==> config.mk <==
export PLATFORM = sky130hd
export DESIGN_NAME = tl_sensor_cond_flat
export DESIGN_NICKNAME = d
export VERILOG_FILES = /design/src/rtl/tl_sensor_cond_if.sv /design/src/rtl/tl_sensor_cond.sv /design/src/flat_wrapper.sv
export SDC_FILE = /design/constraint.sdc
export NUM_CORES = 1
export LEC_CHECK = 0
export ABC_AREA = 1
export CAP_MARGIN = 20
export CORE_MARGIN = 8
export CORE_UTILIZATION = 60
export DETAILED_ROUTE_END_ITERATION = 10
export PLACE_DENSITY = 0.81
export SYNTH_ARGS = -nofsm -noshare
export SYNTH_HDL_FRONTEND = slang
export SYNTH_SLANG_ARGS = --single-unit
==> constraint.sdc <==
create_clock -name clk -period 3.9 [get_ports clk]
set_clock_uncertainty 0.2 [all_clocks]
set_input_delay 0.78 -clock clk [delete_from_list [all_inputs] [get_ports clk]]
set_output_delay 0.78 -clock clk [all_outputs]
set_load 0.1 [all_outputs]
==> src/rtl/tl_sensor_cond_if.sv <==
// Sensor-side bundle of the conditioning stage: raw loop inputs, counter clear, clean outputs.
// Latency: none (wires only).
// Backpressure: none; every signal is a free-running level.
interface tl_sensor_cond_if #(
    parameter int CNT_W = 8
);
    logic             sa_raw;
    logic             sb_raw;
    logic             clr_cnt;
    logic             Ta;
    logic             Tb;
    logic [CNT_W-1:0] cnt_a;
    logic [CNT_W-1:0] cnt_b;

    modport master (
        output sa_raw, sb_raw, clr_cnt,
        input  Ta, Tb, cnt_a, cnt_b
    );

    modport slave (
        input  sa_raw, sb_raw, clr_cnt,
        output Ta, Tb, cnt_a, cnt_b
    );
endinterface

==> src/rtl/tl_sensor_cond.sv <==
// Two-lane loop-sensor conditioner: synchronize, debounce, hold presence, count arrivals.
// Latency: raw rise -> T rise in 3+DB_CYCLES edges; T held HOLD_CYCLES after debounced fall.
// Backpressure: none; inputs are sampled every cycle, outputs are registered levels.
module tl_sensor_cond #(
    parameter int DB_CYCLES   = 4,
    parameter int HOLD_CYCLES = 8,
    parameter int CNT_W       = 8
) (
    input  logic              clk,
    input  logic              reset,
    tl_sensor_cond_if.slave   bus
);
    localparam logic [1:0] IDLE    = 2'b00;
    localparam logic [1:0] PRESENT = 2'b01;
    localparam logic [1:0] HOLD    = 2'b10;

    localparam logic [7:0]       DB_LAST   = 8'(DB_CYCLES - 1);
    localparam logic [7:0]       HOLD_LOAD = 8'(HOLD_CYCLES - 1);
    localparam logic [CNT_W-1:0] CNT_MAX   = {CNT_W{1'b1}};
    localparam logic [CNT_W-1:0] CNT_ONE   = CNT_W'(1);

    // Lane 0 is street A, lane 1 is street B.
    logic [1:0]       raw;
    logic [1:0]       s1;
    logic [1:0]       s2;
    logic [1:0]       db;
    logic [1:0]       db_nxt;
    logic [1:0]       db_rise;
    logic [1:0]       t_q;
    logic [7:0]       db_cnt       [2];
    logic [7:0]       db_cnt_nxt   [2];
    logic [7:0]       hold_cnt     [2];
    logic [7:0]       hold_cnt_nxt [2];
    logic [1:0]       state        [2];
    logic [1:0]       state_nxt    [2];
    logic [CNT_W-1:0] cnt          [2];

    assign raw = {bus.sb_raw, bus.sa_raw};

    // Debounce decision and presence FSM next-state for both lanes.
    always_comb begin
        for (int i = 0; i < 2; i++) begin
            db_nxt[i]       = db[i];
            db_cnt_nxt[i]   = 8'd0;
            hold_cnt_nxt[i] = hold_cnt[i];
            state_nxt[i]    = state[i];
            if (s2[i] != db[i]) begin
                if (db_cnt[i] == DB_LAST) begin
                    db_nxt[i] = s2[i];
                end else begin
                    db_cnt_nxt[i] = db_cnt[i] + 8'd1;
                end
            end
            db_rise[i] = db_nxt[i] & ~db[i];
            // The FSM looks at the registered db, so T lags db by one edge.
            case (state[i])
                IDLE: begin
                    if (db[i]) state_nxt[i] = PRESENT;
                end
                PRESENT: begin
                    if (!db[i]) begin
                        state_nxt[i]    = HOLD;
                        hold_cnt_nxt[i] = HOLD_LOAD;
                    end
                end
                HOLD: begin
                    if (db[i]) begin
                        state_nxt[i] = PRESENT;
                    end else if (hold_cnt[i] == 8'd0) begin
                        state_nxt[i] = IDLE;
                    end else begin
                        hold_cnt_nxt[i] = hold_cnt[i] - 8'd1;
                    end
                end
                default: state_nxt[i] = IDLE;
            endcase
        end
    end

    // Synchronizers, debouncer, FSM and registered presence outputs.
    always_ff @(posedge clk) begin
        if (reset) begin
            s1  <= 2'b00;
            s2  <= 2'b00;
            db  <= 2'b00;
            t_q <= 2'b00;
            for (int i = 0; i < 2; i++) begin
                db_cnt[i]   <= 8'd0;
                hold_cnt[i] <= 8'd0;
                state[i]    <= IDLE;
            end
        end else begin
            s1 <= raw;
            s2 <= s1;
            db <= db_nxt;
            for (int i = 0; i < 2; i++) begin
                db_cnt[i]   <= db_cnt_nxt[i];
                hold_cnt[i] <= hold_cnt_nxt[i];
                state[i]    <= state_nxt[i];
                t_q[i]      <= (state_nxt[i] != IDLE);
            end
        end
    end

    // Saturating arrival counters; a clear on the arrival edge leaves a count of one.
    always_ff @(posedge clk) begin
        for (int i = 0; i < 2; i++) begin
            if (reset) begin
                cnt[i] <= '0;
            end else if (bus.clr_cnt) begin
                cnt[i] <= db_rise[i] ? CNT_ONE : '0;
            end else if (db_rise[i] && (cnt[i] != CNT_MAX)) begin
                cnt[i] <= cnt[i] + CNT_ONE;
            end
        end
    end

    assign bus.Ta    = t_q[0];
    assign bus.Tb    = t_q[1];
    assign bus.cnt_a = cnt[0];
    assign bus.cnt_b = cnt[1];
endmodule

==> src/flat_wrapper.sv <==
// flat-port wrapper written by rule: the top's interface ports become plain ports
module tl_sensor_cond_flat 
#(
    parameter int DB_CYCLES   = 4,
    parameter int HOLD_CYCLES = 8,
    parameter int CNT_W       = 8
)
  (clk, reset, bus_sa_raw, bus_sb_raw, bus_clr_cnt, bus_Ta, bus_Tb, bus_cnt_a, bus_cnt_b);
  tl_sensor_cond_if #(.CNT_W(CNT_W)) bus_i ();
  input  logic clk;
  input  logic reset;
  input wire logic [$bits(bus_i.sa_raw)-1:0] bus_sa_raw;
  input wire logic [$bits(bus_i.sb_raw)-1:0] bus_sb_raw;
  input wire logic [$bits(bus_i.clr_cnt)-1:0] bus_clr_cnt;
  output wire logic [$bits(bus_i.Ta)-1:0] bus_Ta;
  output wire logic [$bits(bus_i.Tb)-1:0] bus_Tb;
  output wire logic [$bits(bus_i.cnt_a)-1:0] bus_cnt_a;
  output wire logic [$bits(bus_i.cnt_b)-1:0] bus_cnt_b;
  assign bus_i.sa_raw = bus_sa_raw;
  assign bus_i.sb_raw = bus_sb_raw;
  assign bus_i.clr_cnt = bus_clr_cnt;
  assign bus_Ta = bus_i.Ta;
  assign bus_Tb = bus_i.Tb;
  assign bus_cnt_a = bus_i.cnt_a;
  assign bus_cnt_b = bus_i.cnt_b;
  tl_sensor_cond #(.DB_CYCLES(DB_CYCLES), .HOLD_CYCLES(HOLD_CYCLES), .CNT_W(CNT_W)) u_core (.clk(clk), .reset(reset), .bus(bus_i));
endmodule
==> results of run 1 <==
## path summary, 6_finish.rpt
check,depth (start not counted),to,slack (ns),from
min reg2reg,2,u_core.s2[0]$_SDFF_PP0_,0.20,u_core.s1[0]$_SDFF_PP0_
max reg2reg,7,u_core.cnt[1][6]$_SDFFCE_PN0P_,1.58,u_core.db_cnt[0][8]$_SDFF_PP0_
max,1,bus_cnt_b[4],0.98,u_core.cnt[1][4]$_SDFFCE_PN0P_
min,2,u_core.s2[0]$_SDFF_PP0_,0.20,u_core.s1[0]$_SDFF_PP0_
## metal layers
| metal | global-route usage [%] | vias up | routed length [µm] |
|---|---|---|---|
| met5 | 0 | - | 0 |
| li1 | - | 1340 | - |
| met2 | 28.37 | 40 | 2736 |
| met3 | 3.396 | 11 | 247 |
| met4 | 9.375 | 0 | 131 |
| met1 | 17.88 | 1114 | 2628 |
## per-stage QoR
| step | power [mW] | hold slack, ns | util (%) |
|---|---|---|---|
| floorplan | 0.7423 | 0.1883 | - |
| global placement | 0.7650 | 0.1905 | 67.18 |
| detailed placement | 0.7664 | 0.1931 | 67.18 |
| CTS | 1.373 | 0.2011 | 71.50 |
| global route | 1.409 | 0.2124 | 71.60 |
| finish | 1.362 | 0.1965 | 71.60 |
## worst min-delay path, cell delays in order (launching register included)
cell	delay, ns
sky130_fd_sc_hd__dfxtp_1	0.29
sky130_fd_sc_hd__inv_1	0.04
sky130_fd_sc_hd__nor2_1	0.03
## area by class of cell
class                           count  share of cell area [%]
Sequential cell                    60                   37.95
Inverter                           55                   5.790
Clock inverter                      5                   2.093
Timing Repair Buffer               24                   6.488
Multi-Input combinational cell    279                   41.30
Clock buffer                       11                   3.941
Tap cell                           70                   2.442
## power breakdown
| group | switching [mW] | leakage (nW) | internal [mW] |
|---|---|---|---|
| Combinational | 0.0738 | 0.846 | 0.0224 |
| Sequential | 0.00906 | 0.533 | 0.648 |
| Clock | 0.235 | 0.113 | 0.374 |
## cell usage in the layout, fill, tap and decap left out, types with 6 or more instances in the layout
cell type / count
sky130_fd_sc_hd__nor2_1: 74
sky130_fd_sc_hd__nand2_1: 68
sky130_fd_sc_hd__inv_1: 53
sky130_fd_sc_hd__dfxtp_1: 44
sky130_fd_sc_hd__nand3_1: 27
sky130_fd_sc_hd__a21oi_1: 24
sky130_fd_sc_hd__clkdlybuf4s50_1: 22
sky130_fd_sc_hd__edfxtp_1: 16
sky130_fd_sc_hd__nor3_1: 12
sky130_fd_sc_hd__xor2_1: 11
sky130_fd_sc_hd__clkbuf_8: 10
sky130_fd_sc_hd__nand4_1: 8
sky130_fd_sc_hd__ha_1: 8
sky130_fd_sc_hd__o21ai_0: 7
sky130_fd_sc_hd__nor2_4: 6
## registers in the layout (all words and copies together), names as in the netlist
signal	cells
u_core.state	4
u_core.hold_cnt	16
u_core.db	2
u_core.s1	2
u_core.db_cnt	16
u_core.t_q	2
u_core.cnt	16
u_core.s2	2
## cell families after synthesis
logic type | count (synthesis)
AND/OR/NAND/NOR | 217
flip-flops | 60
buffers and inverters | 58
AO/OA/AOI/OAI | 40
XOR/XNOR | 14
adder cells (fa/ha/maj) | 8
==> reports/qor.log, run 1 <==
[global_routing] total grt overflow 0
[synthesis] top-area cell type share of the netlist area 28.73%
[finish] antenna cell count 0
[global_routing] total global-route track usage 16.31%
[detailed_routing] number of design-rule violations left by the first detailed-router iteration 144
[synthesis] dominant combinational cell family by area after synthesis simple AND/OR/NAND/NOR gates
[synthesis] Post-Synthesis Cells 397
[clock_tree] number of CTS-inserted buffers 9
[die] Top-Level Pins 23
[die] overall die width 87.48 µm
[global_routing] global-route wire length before repair 9804 µm
[sta] Period minus WS final 2.919 ns
[synthesis] compound-cell area share of the yosys netlist 7.020%
[detailed_routing] average wire per standard cell 11.40 µm
[power] worst voltage drop across the vdd grid 0.3168 mV
[synthesis] multiplexer fraction of the synthesized cell area 0%
[setup_path] critical path data arrival time 1.94 ns
[finish] post-route non-filler standard cell count 504
[setup_path] element type at the critical path start flip-flop
[setup_path] maximum fanout count along the critical path 5
[synthesis] portion of the post-synthesis area used by sequential elements 44.41%
[synthesis] most frequent cell after synthesis sky130_fd_sc_hd__nor2_1
[synthesis] cell taking the most area after synthesis sky130_fd_sc_hd__dfxtp_1
[setup_path] CP Class flip-flop to output port
[sta] max-slew violation count 0
[setup_path] delay-heaviest family, CP buffers and inverters
[synthesis] Commonest cells post-synth sky130_fd_sc_hd__nor2_1, sky130_fd_sc_hd__nand2_1, sky130_fd_sc_hd__inv_1
[detailed_routing] total wire length after detailed routing 5744 µm
[place] total cell area at the placement stage 0.003366 mm²
[finish] synthesis-to-finish area growth 17.02%
[finish] Non-Filler Cell Area, Final 0.003587 mm²
[global_routing] largest net degree at the start of global routing 27
[clock_tree] Gates resized, CTS repair 0
[synthesis] count of warnings emitted by yosys 0
[sta] Tightest Pin Transition 0.9760 ns
[synthesis] cells taking the most area after synthesis sky130_fd_sc_hd__dfxtp_1, sky130_fd_sc_hd__edfxtp_1, sky130_fd_sc_hd__nor2_1
[power] Cell Pwr Density 379.7 mW/mm²
[place] HPWL after detailed placement 4143 µm
[finish] area taken by multi-input logic gates 0.001481 mm²
[detailed_routing] via count of the routed design 2505
[synthesis] number of flops mapped to enable cells by yosys 16
[place] Setup WS pre-CTS 1.137 ns
[place] buffers added on ports 22
[finish] sequential cell area in the final layout 0.001361 mm²
[clock_tree] hold-fix buffers at CTS 0
[clock_tree] Max Root-Sink Buffers 2
[finish] Final Net Count 442
[run] Max Cap Viol 0
[synthesis] predominant post-synthesis flop cell sky130_fd_sc_hd__dfxtp_1
[setup_path] endpoint type of the worst setup path output port
[synthesis] synthesized area divided by synthesized cell count 7.722 µm²
[detailed_routing] Antenna Violating Nets Remaining 0
[setup_path] Slowest-stage cell, CP sky130_fd_sc_hd__clkdlybuf4s50_1
[place] cell total after placement 487
[synthesis] flops & latches, synth 60
[clock_tree] root buf cell sky130_fd_sc_hd__clkbuf_8
[setup_path] worst path bufs/invs 1
[detailed_routing] Avg Vias per Cell 4.970
[detailed_routing] detailed-router iteration count before antenna repair 4
[synthesis] simple-gate share of the synthesized area 34.04%
[synthesis] fraction of registers with async set/reset 0%
[synthesis] fraction of the mapped netlist area in adder cells 3.265%
[place] routability congestion estimate 0.8805
[sta] setup total negative slack 0 ns
[sta] peak clock frequency supported by timing 342.6 MHz
[sta] final setup violation count 0
[run_status] outcome complete, no violations
[finish] # fillers 409
[clock_tree] number of setup buffers added after CTS 0
[sta] final-report hold violation count 0
[global_routing] number of antenna violations at the first check in global routing 0
[setup_path] critical path required time 2.92 ns
[setup_path] cells along the critical path clkdlybuf4s50_1
[sta] final cycle utilization of the critical path 74.84%
[global_routing] via count of the first global-routing pass 2366
[clock_tree] number of H-tree branching levels 3
[die] core outline area 0.005010 mm²
[setup_path] Worst path max stage delay 1.17 ns
[synthesis] cell area after technology mapping 0.003065 mm²
[clock_tree] CTS clk-pin slew, worst paths 0.07 ns
[die] floorplan die area 0.007652 mm²
[min_path] Hold Path Class flip-flop to flip-flop
[sta] relative slew slack 34.73%
[die] vertical extent of the die 87.48 µm
[clock_tree] TritonCTS clock tree done
[die] FP Rows 26
[finish] proportion of layout cells with a drive suffix above 1 10.60%
[synthesis] XOR/XNOR Fraction of Synth Area 4.000%
[power] leakage power summed over all cells 1.493 nW
[clock_tree] clock latency at the later pin of the worst-skew pair 0.34 ns
[clock_tree] TritonCTS Sinks 60
[die] initial standard-cell utilization of the core 61.19%
[synthesis] syn_nets 410
[sta] RSZ-0062 raised after global routing false
[synthesis] Unique masters post-synth 32
[detailed_routing] DRC violations left 0
[sta] final worst-path setup slack 0.9812 ns
No activity file was read; power rests on OpenSTA's default activity.
==> run 2, diff against run 1 <==
- CORE_UTILIZATION: 60 -> 52
- PLACE_DENSITY: 0.81 -> 0.75
- clock period: 3.9 -> 2.6 ns (I/O delays scaled with it)
==> run 2 against run 1 <==
- critical path type is now flip-flop to flip-flop
- sequential power increased by 50%
- non-clock buffer count decreased by 1
- global-route usage decreased by 2.2 points
- highest routed layer unchanged
- core utilization is 12 points lower
- sequential share of layout area increased by 1.1 points
- combinational power rose by 47%
- first-iteration DRC count decreased by 1.4%
- register-to-register slack worse by 1.0 ns
- final area shrank 2.9%
- wire length is 0.50% lower
==> reports/qor.log, run 2 (synthesis results as in run 1) <==
[die] initial standard-cell utilization of the core 52.71% [-8.5 points]
[global_routing] global-route wire length before repair 9929 µm [+1.3%]
[setup_path] Worst path max stage delay 0.43 ns [-0.74 ns]
[detailed_routing] average wire per standard cell 11.25 µm [-1.3%]
[setup_path] critical path required time 2.39 ns [-0.53 ns]
[place] buffers added on ports 22 [unchanged]
[finish] Non-Filler Cell Area, Final 0.003483 mm² [-2.9%]
[finish] final core area utilization 59.90% [-12 points]
[setup_path] endpoint type of the worst setup path flip-flop
[detailed_routing] detailed-router iteration count before antenna repair 4 [unchanged]
[setup_path] delay-heaviest family, CP flip-flops
[detailed_routing] DRC violations left 0 [unchanged]
[clock_tree] number of CTS-inserted buffers 9 [unchanged]
[sta] setup total negative slack 0 ns [unchanged]
[setup_path] Slowest-stage cell, CP sky130_fd_sc_hd__edfxtp_1
[global_routing] total grt overflow 0 [unchanged]
[sta] final cycle utilization of the critical path 79.61%
[run_status] outcome complete, no violations
[finish] Final Net Count 441 [-0.23%]
[power] leakage power summed over all cells 1.486 nW [-0.42%]
[setup_path] CP Class flip-flop to flip-flop
[die] floorplan die area 0.008608 mm² [+12%]
[power] share of power burned in combinational logic 7.9% [+0.8 points]
[power] fraction of power spent switching nets 24.92% [+1.6 points]
[sta] RSZ-0062 raised after global routing false
[finish] most common cell after layout, fill and taps aside sky130_fd_sc_hd__nor2_1
[power] Cell Pwr Density 511.7 mW/mm² [+35%]
[global_routing] number of antenna violations at the first check in global routing 0 [unchanged]
[finish] antenna cell count 0 [unchanged]
[sta] final-report hold violation count 0 [unchanged]
[clock_tree] Gates resized, CTS repair 0 [unchanged]
[sta] max-slew violation count 0 [unchanged]
[detailed_routing] Antenna Violating Nets Remaining 0 [unchanged]
[detailed_routing] number of design-rule violations left by the first detailed-router iteration 142 [-1.4%]
[clock_tree] hold-fix buffers at CTS 0 [unchanged]
[sta] peak clock frequency supported by timing 483.1 MHz
[setup_path] most used cell, CP sky130_fd_sc_hd__nand3_1
[power] proportion of power drawn by flip-flops and latches 55.3% [+7.1 points]
[setup_path] critical path data arrival time 1.86 ns [-0.08 ns]
[min_path] worst hold path depth 2 [unchanged]
[setup_path] instance count on the critical path 6 [+5]
[min_path] Hold Path Class flip-flop to flip-flop
[die] vertical extent of the die 92.78 µm [+6.1%]
[sta] Tightest Pin Transition 0.6231 ns [-0.3529 ns]
[setup_path] worst path bufs/invs 1 [unchanged]
[clock_tree] TritonCTS clock tree done
[clock_tree] clock latency at the later pin of the worst-skew pair 0.33 ns [about the same]
[setup_path] cells along the critical path ha_1, nand3_1, nor2_1, nand3_1, inv_1, o21ai_2
[clock_tree] TritonCTS Sinks 60 [unchanged]
[detailed_routing] via count of the routed design 2521 [+0.64%]
[sta] relative slew slack 58.18% [+23 points]
[clock_tree] number of setup buffers added after CTS 0 [unchanged]
[global_routing] via count of the first global-routing pass 2385 [+0.80%]
[setup_path] element type at the critical path start flip-flop
[clock_tree] root buf cell sky130_fd_sc_hd__clkbuf_8
[die] overall die width 92.78 µm [+6.1%]
[power] Switch Pwr 0.4443 mW [+40%]
[power] worst voltage drop across the vdd grid 0.2882 mV [-9.0%]
[die] FP Rows 28 [+7.7%]
[place] HPWL after detailed placement 4264 µm [+2.9%]
[place] routability congestion estimate 0.8593 [-2.4%]
[global_routing] largest net degree at the start of global routing 26 [-3.7%]
[clock_tree] CTS clk-pin slew, worst paths 0.06 ns [about the same]
[sta] Period minus WS final 2.070 ns
[clock_tree] number of H-tree branching levels 3 [unchanged]
[run] Max Cap Viol 0 [unchanged]
[power] Clock Power Share 36.8% [-7.9 points]
[global_routing] total global-route track usage 14.11% [-2.2 points]
[detailed_routing] Avg Vias per Cell 4.963 [-0.15%]
[finish] synthesis-to-finish area growth 13.63%
[finish] highest-count cells in the layout ignoring fill and taps sky130_fd_sc_hd__nor2_1, sky130_fd_sc_hd__nand2_1, sky130_fd_sc_hd__inv_1
[die] core outline area 0.005816 mm² [+16%]
[place] cell total after placement 492 [+1.0%]
[sta] final setup violation count 0 [unchanged]
[finish] proportion of layout cells with a drive suffix above 1 13.86% [+3.3 points]
[finish] biggest registers after layout u_core.cnt (16), u_core.db_cnt (16), u_core.hold_cnt (16)
[setup_path] maximum fanout count along the critical path 8 [+3]
[die] Top-Level Pins 23 [unchanged]
[detailed_routing] total wire length after detailed routing 5715 µm [-0.50%]
[finish] post-route non-filler standard cell count 508 [+0.79%]
[clock_tree] Max Root-Sink Buffers 2 [unchanged]
[setup_path] R2R depth 6 [-1]
[place] total cell area at the placement stage 0.003331 mm² [-1.0%]
[power] Internal 1.338 mW [+28%]
[run 2: cell count changes in the layout (fill, tap and decap cells not counted), sizes merged]
cell and delta:
buf +17, bufinv -2, clkbuf +1, clkdlybuf4s50 -18, clkinv +1
[run 2: final cells by class]
class,count,area (µm²)
clock buffer,12,135.1
clock inverter,4,17.52
fill,542,2332
inverter,55,207.7
multi-input combinational,279,1485
sequential,60,1361
tap,75,93.84
timing repair buffer,23,182.7
[run 2: tightest hold or removal path, cell delays in order, from the launching register on]
cell                      delay [ns]
sky130_fd_sc_hd__dfxtp_1        0.29
sky130_fd_sc_hd__inv_1          0.04
sky130_fd_sc_hd__nor2_1         0.03
[run 2: power by group through the flow]
stage          Sequential (mW)  Clock (mW)  Combinational [mW]
2_1_floorplan             1.08           0              0.0329
3_3_place_gp              1.01           0               0.140
3_5_place_dp              1.01           0               0.142
4_1_cts                  0.986       0.685               0.142
5_1_grt                  0.988       0.726               0.149
6_report                 0.987       0.655               0.141
[run 2: metrics by stage]
step / hold WS [ns] / worst slack [ns] / power, mW
floorplan: 0.1883 / 0.09920 / 1.114
global placement: 0.1932 / 0.2977 / 1.146
detailed placement: 0.1961 / 0.2578 / 1.148
CTS: 0.2070 / 0.5245 / 1.813
global route: 0.2349 / 0.3713 / 1.863
finish: 0.2044 / 0.5302 / 1.783
[run 2: layer usage]
| metal | part of all wire, % | vias to the layer above | track usage [%] | routed length, µm |
|---|---|---|---|---|
| met5 | 0 | - | 0 | 0 |
| met4 | 1.9 | 0 | 7.517 | 106 |
| met3 | 6.6 | 12 | 4.693 | 380 |
| met2 | 45 | 52 | 22.84 | 2545 |
| met1 | 47 | 1111 | 16.13 | 2682 |
| li1 | - | 1346 | - | - |
[run 2: worst paths after layout]
path	slack, ns	to	from
max	0.53	u_core.cnt[1][2]$_SDFFCE_PN0P_	u_core.cnt[1][0]$_SDFFCE_PN0P_
min	0.20	u_core.s2[0]$_SDFF_PP0_	u_core.s1[0]$_SDFF_PP0_
max reg2reg	0.53	u_core.cnt[1][2]$_SDFFCE_PN0P_	u_core.cnt[1][0]$_SDFFCE_PN0P_
min reg2reg	0.20	u_core.s2[0]$_SDFF_PP0_	u_core.s1[0]$_SDFF_PP0_
==> run 3, diff against run 2 <==
- clock period: 2.6 -> 1.77 ns (I/O delays scaled with it)
==> run 3 against run 2 <==
- wire length is 9.7% higher
- via count rose by 3.8%
- die area unchanged
- global-route usage is 1.4 points higher
- register-to-register slack lost 0.52 ns
- clock power up 63%
- final area grew 16%
- power is 58% higher
- combinational power rose by 110%
==> reports/qor.log, run 3 (synthesis results as in run 1) <==
[detailed_routing] DRC violations left 0 [unchanged]
[global_routing] grt peak-use layer met2
[sta] Tightest Pin Transition 0.3347 ns [-0.2883 ns]
[sta] max-slew violation count 0 [unchanged]
[global_routing] global routing met1 resource utilization 16.63% [+0.50 points]
[clock_tree] number of CTS-inserted buffers 9 [unchanged]
[setup_path] critical path data arrival time 1.57 ns [-0.29 ns]
[global_routing] routing usage on met3 5.744% [+1.1 points]
[finish] Final Net Count 465 [+5.4%]
[detailed_routing] number of design-rule violations left by the first detailed-router iteration 90 [-37%]
[power] worst voltage drop across the vdd grid 0.7462 mV [+160%]
[die] overall die width 92.78 µm [unchanged]
[setup_path] cells along the critical path ha_4, inv_2, nor2_4, nand4_4, nor2_4, nand2_2, o21ai_4
[setup_path] Worst path max stage delay 0.35 ns [-0.08 ns]
[die] floorplan die area 0.008608 mm² [unchanged]
[clock_tree] TritonCTS clock tree done
[setup_path] R2R depth 7 [+1]
[sta] final worst-path setup slack 0.01088 ns [-0.5193 ns]
[power] leakage power summed over all cells 1.678 nW [+13%]
[clock_tree] Max Root-Sink Buffers 2 [unchanged]
[finish] highest-count cells in the layout ignoring fill and taps sky130_fd_sc_hd__nor2_1, sky130_fd_sc_hd__nand2_1, sky130_fd_sc_hd__inv_1
[die] core outline area 0.005816 mm² [unchanged]
[sta] peak clock frequency supported by timing 568.5 MHz [+18%]
[setup_path] setup slack of the most critical reg-to-reg path 0.01 ns [-0.52 ns]
[die] FP Rows 28 [unchanged]
[setup_path] most used cell, CP sky130_fd_sc_hd__nor2_4
[clock_tree] TritonCTS Sinks 60 [unchanged]
[detailed_routing] total wire length after detailed routing 6269 µm [+9.7%]
[global_routing] total global-route track usage 15.52% [+1.4 points]
[finish] proportion of layout cells with a drive suffix above 1 23.90% [+10 points]
[setup_path] CP Class flip-flop to flip-flop
[finish] most common cell after layout, fill and taps aside sky130_fd_sc_hd__nor2_1
[clock_tree] root buf cell sky130_fd_sc_hd__clkbuf_8
[global_routing] number of antenna violations at the first check in global routing 0 [unchanged]
[detailed_routing] detailed-router iteration count before antenna repair 4 [unchanged]
[setup_path] endpoint type of the worst setup path flip-flop
[global_routing] global-route wire length before repair 10900 µm [+9.8%]
[run] Max Cap Viol 0 [unchanged]
[detailed_routing] via count of the routed design 2617 [+3.8%]
[sta] final cycle utilization of the critical path 99.39% [+20 points]
[global_routing] met2 Use GR 27.63% [+4.8 points]
[setup_path] Slowest-stage cell, CP sky130_fd_sc_hd__dfxtp_2
[global_routing] total grt overflow 0 [unchanged]
[global_routing] via count of the first global-routing pass 2522 [+5.7%]
[power] Cell Pwr Density 695.2 mW/mm² [+36%]
[sta] relative slew slack 77.68% [+19 points]
[power] power after layout 2.808 mW [+58%]
[finish] antenna cell count 0 [unchanged]
[detailed_routing] Avg Vias per Cell 4.928 [-0.69%]
[global_routing] largest net degree at the start of global routing 17 [-35%]
[sta] RSZ-0062 raised after global routing true
[clock_tree] number of H-tree branching levels 3 [unchanged]
[run_status] outcome complete, no violations
[min_path] Hold Path Class flip-flop to flip-flop
[detailed_routing] Antenna Violating Nets Remaining 0 [unchanged]
[setup_path] maximum fanout count along the critical path 8 [unchanged]
[setup_path] critical path required time 1.58 ns [-0.81 ns]
[place] HPWL after detailed placement 4785 µm [+12%]
[clock_tree] CTS clk-pin slew, worst paths 0.06 ns [about the same]
[place] Setup WS pre-CTS -0.2069 ns [-0.4646 ns]
[sta] final setup violation count 0 [unchanged]
[min_path] worst hold path depth 2 [unchanged]
[finish] biggest registers after layout u_core.cnt (16), u_core.db_cnt (16), u_core.hold_cnt (16)
[detailed_routing] average wire per standard cell 11.81 µm [+4.9%]
[place] buffers added on ports 22 [unchanged]
[setup_path] element type at the critical path start flip-flop
[die] Top-Level Pins 23 [unchanged]
[sta] final-report hold violation count 0 [unchanged]
[die] initial standard-cell utilization of the core 52.71% [unchanged]
[die] vertical extent of the die 92.78 µm [unchanged]
[finish] synthesis-to-finish area growth 31.75%
[clock_tree] clock latency at the later pin of the worst-skew pair 0.33 ns [about the same]
[sta] Period minus WS final 1.759 ns [-0.3107 ns]
[place] routability congestion estimate 0.8833 [+2.8%]
==> run 3: worst max-delay path, delay by kind of cell (launching register included) <==
family	cells	cell delay, ns
flip-flops	1	0.35
buffers and inverters	1	0.04
AND/OR/NAND/NOR	4	0.43
AO/OA/AOI/OAI	1	0.28
adder cells (fa/ha/maj)	1	0.14
==> run 3: layer usage <==
layer | vias to the layer above | share of wire, % | wire (µm)
met5 | - | 0 | 0
met4 | 0 | 0.85 | 53
met3 | 5 | 4.6 | 291
met2 | 34 | 52 | 3269
met1 | 1186 | 42 | 2655
li1 | 1392 | - | -
==> run 3: stage by stage <==
stage               hold WS, ns  instance area [µm²]  utilization (%)  setup TNS [ns]  instances
finish                   0.2005                 4039            69.45               0        531
global route             0.2122                 4039            69.45         -0.2490        531
CTS                      0.2030                 4005            68.87        -0.08078        530
detailed placement       0.1946                 3797            65.30          -5.812        514
global placement         0.1895                 3797            65.30          -4.135        514
floorplan                0.1883                 3146                -          -16.77        397
==> run 3: path summary, 6_finish.rpt <==
kind / start / endpoint
min reg2reg: u_core.s1[0]$_SDFF_PP0_ / u_core.s2[0]$_SDFF_PP0_
max reg2reg: u_core.db_cnt[0][9]$_SDFF_PP0_ / u_core.cnt[1][3]$_SDFFCE_PN0P_
max: u_core.db_cnt[0][9]$_SDFF_PP0_ / u_core.cnt[1][3]$_SDFFCE_PN0P_
min: u_core.s1[0]$_SDFF_PP0_ / u_core.s2[0]$_SDFF_PP0_
==> run 3: power breakdown <==
group	internal (mW)	switching (mW)	leakage [nW]	total, mW
Sequential	1.43	0.0215	0.534	1.45
Combinational	0.108	0.182	1.05	0.290
Clock	0.573	0.496	0.0893	1.07
==> run 3: repair_timing <==
item | in CTS | in global routing
hold buffers | 0 | 0
pin swaps | 5 | 9
resized for setup | 8 | 9
endpoints found under the setup margin | 8 | 33
setup buffers | 1 | 1
==> run 3: cell type report <==
cell class / instances / area [µm²]
inverters: 55 / 210.2
clock buffers: 13 / 158.9
flip-flops and latches: 60 / 1364
well taps: 75 / 93.84
fillers: 468 / 1777
clock inverters: 2 / 10.01
multi-input cells: 279 / 1610
repair buffers: 47 / 591.8
